==> config.mk <==
export PLATFORM = sky130hd
export DESIGN_NAME = mini_game_judge_flat
export DESIGN_NICKNAME = d
export VERILOG_FILES = /design/src/rtl/mini_game_judge_if.sv /design/src/rtl/mini_game_judge.sv /design/src/flat_wrapper.sv
export SDC_FILE = /design/constraint.sdc
export NUM_CORES = 1
export LEC_CHECK = 0
export ABC_CLOCK_PERIOD_IN_PS = 4500
export BUFFER_PORTS_ARGS = -buffer_cell sky130_fd_sc_hd__buf_2
export CAP_MARGIN = 20
export CORE_MARGIN = 5
export CORE_UTILIZATION = 52
export CTS_CLUSTER_DIAMETER = 60
export DETAILED_ROUTE_END_ITERATION = 8
export PLACE_DENSITY = 0.81
export SYNTH_ARGS = -nofsm -noshare
export SYNTH_HDL_FRONTEND = slang
export SYNTH_SLANG_ARGS = --single-unit
==> constraint.sdc <==
create_clock -name clk -period 4.5 [get_ports clk]
set_clock_uncertainty 0.2 [all_clocks]
set_input_delay 0.9 -clock clk [delete_from_list [all_inputs] [get_ports clk]]
set_output_delay 0.9 -clock clk [all_outputs]
set_load 0.01 [all_outputs]
==> src/rtl/mini_game_judge_if.sv <==
// Handshake between the question generator / button front end and the answer judge.
interface mini_game_judge_if;
   logic       valid;
   logic       is_correct;
   logic       btn_true;
   logic       btn_false;
   logic       restart;
   logic [7:0] score;
   logic [7:0] streak;
   logic [2:0] lives;
   logic       waiting;
   logic       result_ok;
   logic       result_bad;
   logic       game_over;

   modport master (
      output valid, is_correct, btn_true, btn_false, restart,
      input  score, streak, lives, waiting, result_ok, result_bad, game_over
   );

   modport slave (
      input  valid, is_correct, btn_true, btn_false, restart,
      output score, streak, lives, waiting, result_ok, result_bad, game_over
   );
endinterface

==> src/rtl/mini_game_judge.sv <==
// BST mini game answer judge: checks TRUE/FALSE presses against is_correct and
// keeps score, streak and lives, with a timed result indication and game-over.
module mini_game_judge #(
   parameter int RESULT_HOLD    = 50_000_000,
   parameter int ANSWER_TIMEOUT = 250_000_000,
   parameter int MAX_LIVES      = 3
) (
   input logic              clk,
   input logic              rst_n,
   mini_game_judge_if.slave bus
);

   localparam int TMAX = (RESULT_HOLD > ANSWER_TIMEOUT) ? RESULT_HOLD : ANSWER_TIMEOUT;
   localparam int TW   = $clog2(TMAX);
   localparam logic [TW-1:0] AT_LAST = TW'(ANSWER_TIMEOUT - 1);
   localparam logic [TW-1:0] RH_LAST = TW'(RESULT_HOLD - 1);
   localparam logic [2:0]    LIVES0  = 3'(MAX_LIVES);

   typedef enum logic [1:0] {IDLE, WAIT, RESULT, OVER} state_t;

   state_t     state, state_n;
   logic [TW-1:0] timer, timer_d;
   logic [7:0] score_q, score_d, streak_q, streak_d;
   logic [2:0] lives_q, lives_d;
   logic       waiting_q, waiting_d, ok_q, ok_d, bad_q, bad_d, over_q, over_d;

   // Edge pulses are registered, so each FSM decision lands one cycle after the
   // input rise is sampled; bit order is {valid, btn_true, btn_false, restart}.
   logic [3:0] in_now, in_q, rise;
   assign in_now = {bus.valid, bus.btn_true, bus.btn_false, bus.restart};

   always_ff @(posedge clk or negedge rst_n) begin
      if (!rst_n) begin
         in_q <= '0;
         rise <= '0;
      end else begin
         in_q <= in_now;
         rise <= in_now & ~in_q;
      end
   end

   logic rise_v, rise_t, rise_f, rise_r, answered, correct;
   assign rise_v   = rise[3];
   assign rise_t   = rise[2];
   assign rise_f   = rise[1];
   assign rise_r   = rise[0];
   assign answered = rise_t | rise_f;
   // Both buttons at once is never correct.
   assign correct  = (rise_t ^ rise_f) & (rise_t ? bus.is_correct : ~bus.is_correct);

   always_ff @(posedge clk or negedge rst_n) begin
      if (!rst_n) begin
         state     <= IDLE;
         timer     <= '0;
         score_q   <= '0;
         streak_q  <= '0;
         lives_q   <= LIVES0;
         waiting_q <= 1'b0;
         ok_q      <= 1'b0;
         bad_q     <= 1'b0;
         over_q    <= 1'b0;
      end else begin
         state     <= state_n;
         timer     <= timer_d;
         score_q   <= score_d;
         streak_q  <= streak_d;
         lives_q   <= lives_d;
         waiting_q <= waiting_d;
         ok_q      <= ok_d;
         bad_q     <= bad_d;
         over_q    <= over_d;
      end
   end

   always_comb begin
      state_n = state;
      case (state)
         IDLE:   if (rise_v) state_n = WAIT;
         WAIT: begin
            if (!bus.valid)                     state_n = IDLE;
            else if (answered || timer == AT_LAST) state_n = RESULT;
         end
         RESULT: if (timer == RH_LAST) state_n = (lives_q == 3'd0) ? OVER : IDLE;
         OVER:   if (rise_r) state_n = IDLE;
         default: state_n = IDLE;
      endcase
   end

   always_comb begin
      timer_d  = timer;
      score_d  = score_q;
      streak_d = streak_q;
      lives_d  = lives_q;
      ok_d     = ok_q;
      bad_d    = bad_q;
      if (state_n != state)                   timer_d = '0;
      else if (state == WAIT || state == RESULT) timer_d = timer + 1'b1;

      if (state == WAIT && state_n == RESULT) begin
         if (answered && correct) begin
            score_d  = (score_q == 8'hFF) ? score_q : score_q + 8'd1;
            streak_d = (streak_q == 8'hFF) ? streak_q : streak_q + 8'd1;
            ok_d     = 1'b1;
         end else begin
            lives_d  = (lives_q == 3'd0) ? lives_q : lives_q - 3'd1;
            streak_d = '0;
            bad_d    = 1'b1;
         end
      end
      if (state == RESULT && state_n != RESULT) begin
         ok_d  = 1'b0;
         bad_d = 1'b0;
      end
      if (state == OVER && state_n == IDLE) begin
         score_d  = '0;
         streak_d = '0;
         lives_d  = LIVES0;
      end
      waiting_d = (state_n == WAIT);
      over_d    = (state_n == OVER);
   end

   assign bus.score      = score_q;
   assign bus.streak     = streak_q;
   assign bus.lives      = lives_q;
   assign bus.waiting    = waiting_q;
   assign bus.result_ok  = ok_q;
   assign bus.result_bad = bad_q;
   assign bus.game_over  = over_q;

endmodule
==> src/flat_wrapper.sv <==
// flat-port wrapper written by rule: the top's interface ports become plain ports
module mini_game_judge_flat 
#(
   parameter int RESULT_HOLD    = 50_000_000,
   parameter int ANSWER_TIMEOUT = 250_000_000,
   parameter int MAX_LIVES      = 3
)
  (clk, rst_n, bus_valid, bus_is_correct, bus_btn_true, bus_btn_false, bus_restart, bus_score, bus_streak, bus_lives, bus_waiting, bus_result_ok, bus_result_bad, bus_game_over);
  mini_game_judge_if bus_i ();
  input logic clk;
  input logic rst_n;
  input wire logic [$bits(bus_i.valid)-1:0] bus_valid;
  input wire logic [$bits(bus_i.is_correct)-1:0] bus_is_correct;
  input wire logic [$bits(bus_i.btn_true)-1:0] bus_btn_true;
  input wire logic [$bits(bus_i.btn_false)-1:0] bus_btn_false;
  input wire logic [$bits(bus_i.restart)-1:0] bus_restart;
  output wire logic [$bits(bus_i.score)-1:0] bus_score;
  output wire logic [$bits(bus_i.streak)-1:0] bus_streak;
  output wire logic [$bits(bus_i.lives)-1:0] bus_lives;
  output wire logic [$bits(bus_i.waiting)-1:0] bus_waiting;
  output wire logic [$bits(bus_i.result_ok)-1:0] bus_result_ok;
  output wire logic [$bits(bus_i.result_bad)-1:0] bus_result_bad;
  output wire logic [$bits(bus_i.game_over)-1:0] bus_game_over;
  assign bus_i.valid = bus_valid;
  assign bus_i.is_correct = bus_is_correct;
  assign bus_i.btn_true = bus_btn_true;
  assign bus_i.btn_false = bus_btn_false;
  assign bus_i.restart = bus_restart;
  assign bus_score = bus_i.score;
  assign bus_streak = bus_i.streak;
  assign bus_lives = bus_i.lives;
  assign bus_waiting = bus_i.waiting;
  assign bus_result_ok = bus_i.result_ok;
  assign bus_result_bad = bus_i.result_bad;
  assign bus_game_over = bus_i.game_over;
  mini_game_judge #(.RESULT_HOLD(RESULT_HOLD), .ANSWER_TIMEOUT(ANSWER_TIMEOUT), .MAX_LIVES(MAX_LIVES)) u_core (.clk(clk), .rst_n(rst_n), .bus(bus_i));
endmodule
==> qor.txt <==
largest net degree at the start of global routing: 38
Avg Cell Area, Syn: 10.0 um2
routed wire length per instance: 14.3 um
largest family of logic cells by synthesized area: simple AND/OR/NAND/NOR gates
routed vias/inst: 5.55
dpl cell area: 0.00343 mm2
IO buf count: 29
core box area: 0.00599 mm2
peak supply drop: 0.380 mV
Fmax achieved: 0.269 GHz
DR vias: 2,426
R2R Setup Slk: 0.78 ns
Synth Warn #: 0
number of detailed-route iterations in the first pass: 4
Ports: 30
Hold WC Path Type: flop to flop
fin crit share: 82.7%
Most used DFF post-synth: dfrtp_1
Max transition margin: 37.8%
die area: 0.00789 mm2
max_cap viols: 0
Synth area leaders: dfrtp_1 (46%), nor2_1 (6.0%), xnor2_1 (4.9%)
Die Span X: 88.8 um
GR Overflow Total: 0
area grow syn2layout: 12.5%
hpwl dp: 4510 um
hold_buf cts: 0
number of synthesized register bits: 61
CTS Buf Count: 9
PwrDens: 419 mW/mm2
CTS tree: built
clock buffer depth: 2
first-pass GRT wire length: 10,900 um
ANT cells: 0
initial antenna violation count: 0
Sum Neg Setup Slack: 0 ns
htree depth: 3
post-CTS sizing: 0
GPL Wtd Cong: 0.855
Synth top area share: 45.7%
Starting Density: 53.9%
Site Rows: 28
Synth Area in Compound Gates: 7.55%
Crit path required time: 4.53 ns
Slew @ Worst Pin: 0.931 ns
share of cells above drive strength 1: 18.8%
sequential share of the synthesized area: 47.3%
Max FO, Critical Path: 11
Mapped Nets: 340
WL final: 6250 um
Hold Path Depth: 1
Worst setup EP type: flop
depth of the most critical reg-to-reg path: 9
Post-CTS Setup Bufs: 0
clk sink count: 61
synth unique cells: 62
Leakage: 1.66 nW
mux cell area share after synthesis: 1.28%
Yosys top cell by area: dfrtp_1
final net count: 374
Root Driver: clkbuf_8
Post-synth EDFFs: 0
RSZ-0062 raised after global routing: false
Adder-Cell Fraction of Synth Area: 3.87%
Crit Path Class: flop to flop
crit path DAT: 3.75 ns
fin. max-slew vios: 0
Netlist Area Pre-Place: 0.00323 mm2
Synth async-reset ratio: 100%
Antenna Nets Post-Route: 0
chip height: 88.8 um
number of global-route vias before repair: 2,374
initial DRC count: 191
r2r endpoint: u_core.bus.streak[3]
Residual DRC: 0
final core utilization: 60.7%
Post-Synthesis Cells: 323
status: finished, final reports clean
GRT Overall Usage: 18.0%
Post-Synth Simple-Gate Area: 27.6%
Fin. Hold Viols: 0
hold worst-path end: u_core.rise[0]
Worst setup SP type: flop
Tmin final: 3.72 ns
fin area: 0.00364 mm2
Synth Area in XOR/XNOR: 8.95%
final setup fails: 0
Worst-path clk slew: 0.08 ns
Hold Startpoint: u_core.in_q[0]
Worst-Skew Late Latency: 0.34 ns
reg2reg start: u_core.timer[0]
[where the power goes]
| group | total [mW] | internal, mW | switching (mW) | leakage, nW |
|---|---|---|---|---|
| clock | 0.496 | 0.284 | 0.211 | 0.102 |
| combinational | 0.393 | 0.130 | 0.264 | 0.736 |
| sequential | 0.636 | 0.599 | 0.0371 | 0.825 |
| total | 1.52 | 1.01 | 0.512 | 1.66 |
[routing by layer]
| metal | global-route usage (%) | part of all wire, % |
|---|---|---|
| met5 | 0 | 0 |
| met4 | 9.89 | 2.0 |
| met3 | 3.72 | 5.4 |
| met1 | 25.3 | 46 |
| met2 | 26.1 | 46 |
[worst max path at each step]
stage	startpoint	endpoint	slack (ns)	cells past startpoint
after floorplan	u_core.timer[0]	u_core.bus.streak[3]	1.39	10
after global placement	u_core.timer[0]	u_core.bus.streak[2]	0.93	9
after detailed placement	u_core.timer[0]	u_core.bus.streak[3]	0.79	9
after CTS	u_core.timer[0]	u_core.bus.streak[3]	0.80	9
after global routing	u_core.timer[0]	u_core.bus.streak[2]	0.55	9
final	u_core.timer[0]	u_core.bus.streak[3]	0.78	9
[critical path, cell delays in order (launching register included)]
cell and delay [ns]:
dfrtp_1 0.39, ha_1 0.24, nand4b_1 0.17, or4_4 0.56, o211a_1 0.25, o41ai_2 0.41, and2_1 0.45, and3_2 0.41
a41oi_2 0.12, a221o_1 0.41
[registers in the layout, indices dropped and copies added, names as in the netlist]
register / count
u_core.bus.waiting: 1
u_core.bus.lives: 3
u_core.bus.result_ok: 1
u_core.in_q: 4
u_core.bus.streak: 8
u_core.bus.score: 8
u_core.timer: 28
u_core.bus.result_bad: 1
u_core.state: 2
u_core.bus.game_over: 1
u_core.rise: 4
[cell families (layout without fill, tap and decap cells)]
logic type	after synthesis	after routing
buf+inv	21	60
simple gates	162	162
compound gates	32	32
fa+ha+maj	10	10
flops	61	61
mux	4	4
xor+xnor	33	33
[synth_stat cells, drive strengths merged (3+ instances only)]
library cell   n
xnor2         18
a31oi          3
nand3         15
mux2i          3
dfrtp         59
nor4           6
nor2          52
nor3           9
and2           4
inv           13
or3            3
ha            10
xor2          15
nand2         28
a21oi          6
buf            6
o21ai          4
nor2b          7
nand4         13
and3           7
a22o           3
[through the flow]
step           hold slack [ns]  total power [mW]  setup WS [ns]  instances
2_1_floorplan            0.178             0.965           1.39        323
3_3_place_gp             0.182              1.03          0.931        421
3_5_place_dp             0.183              1.04          0.790        421
4_1_cts                  0.192              1.54          0.798        437
5_1_grt                  0.207              1.61          0.553        437
6_report                 0.191              1.52          0.779        437
[cell usage in the layout, fill, tap and decap left out, types with 4 or more instances in the layout]
master / Yosys / layout
a21oi_1: 6 / 6
and2_1: 4 / 4
and3_1: 6 / 6
buf_2: 3 / 29
clkbuf_8: 0 / 11
dfrtp_1: 59 / 59
ha_1: 10 / 10
inv_1: 12 / 12
nand2_1: 28 / 28
nand3_1: 15 / 15
nand4_1: 13 / 13
nor2_1: 52 / 52
nor2b_1: 7 / 7
nor3_1: 7 / 7
nor4_1: 5 / 5
o21ai_0: 4 / 4
xnor2_1: 18 / 18
xor2_1: 15 / 15
[area by class of cell]
cell class	count	area, um2
fill	463	2350
tap	75	93.8
sequential	61	1530
multi-input combinational	241	1600
clock inverter	4	47.5
inverter	13	53.8
timing repair buffer	31	160
clock buffer	12	155
(Power assumes the default switching activity.)
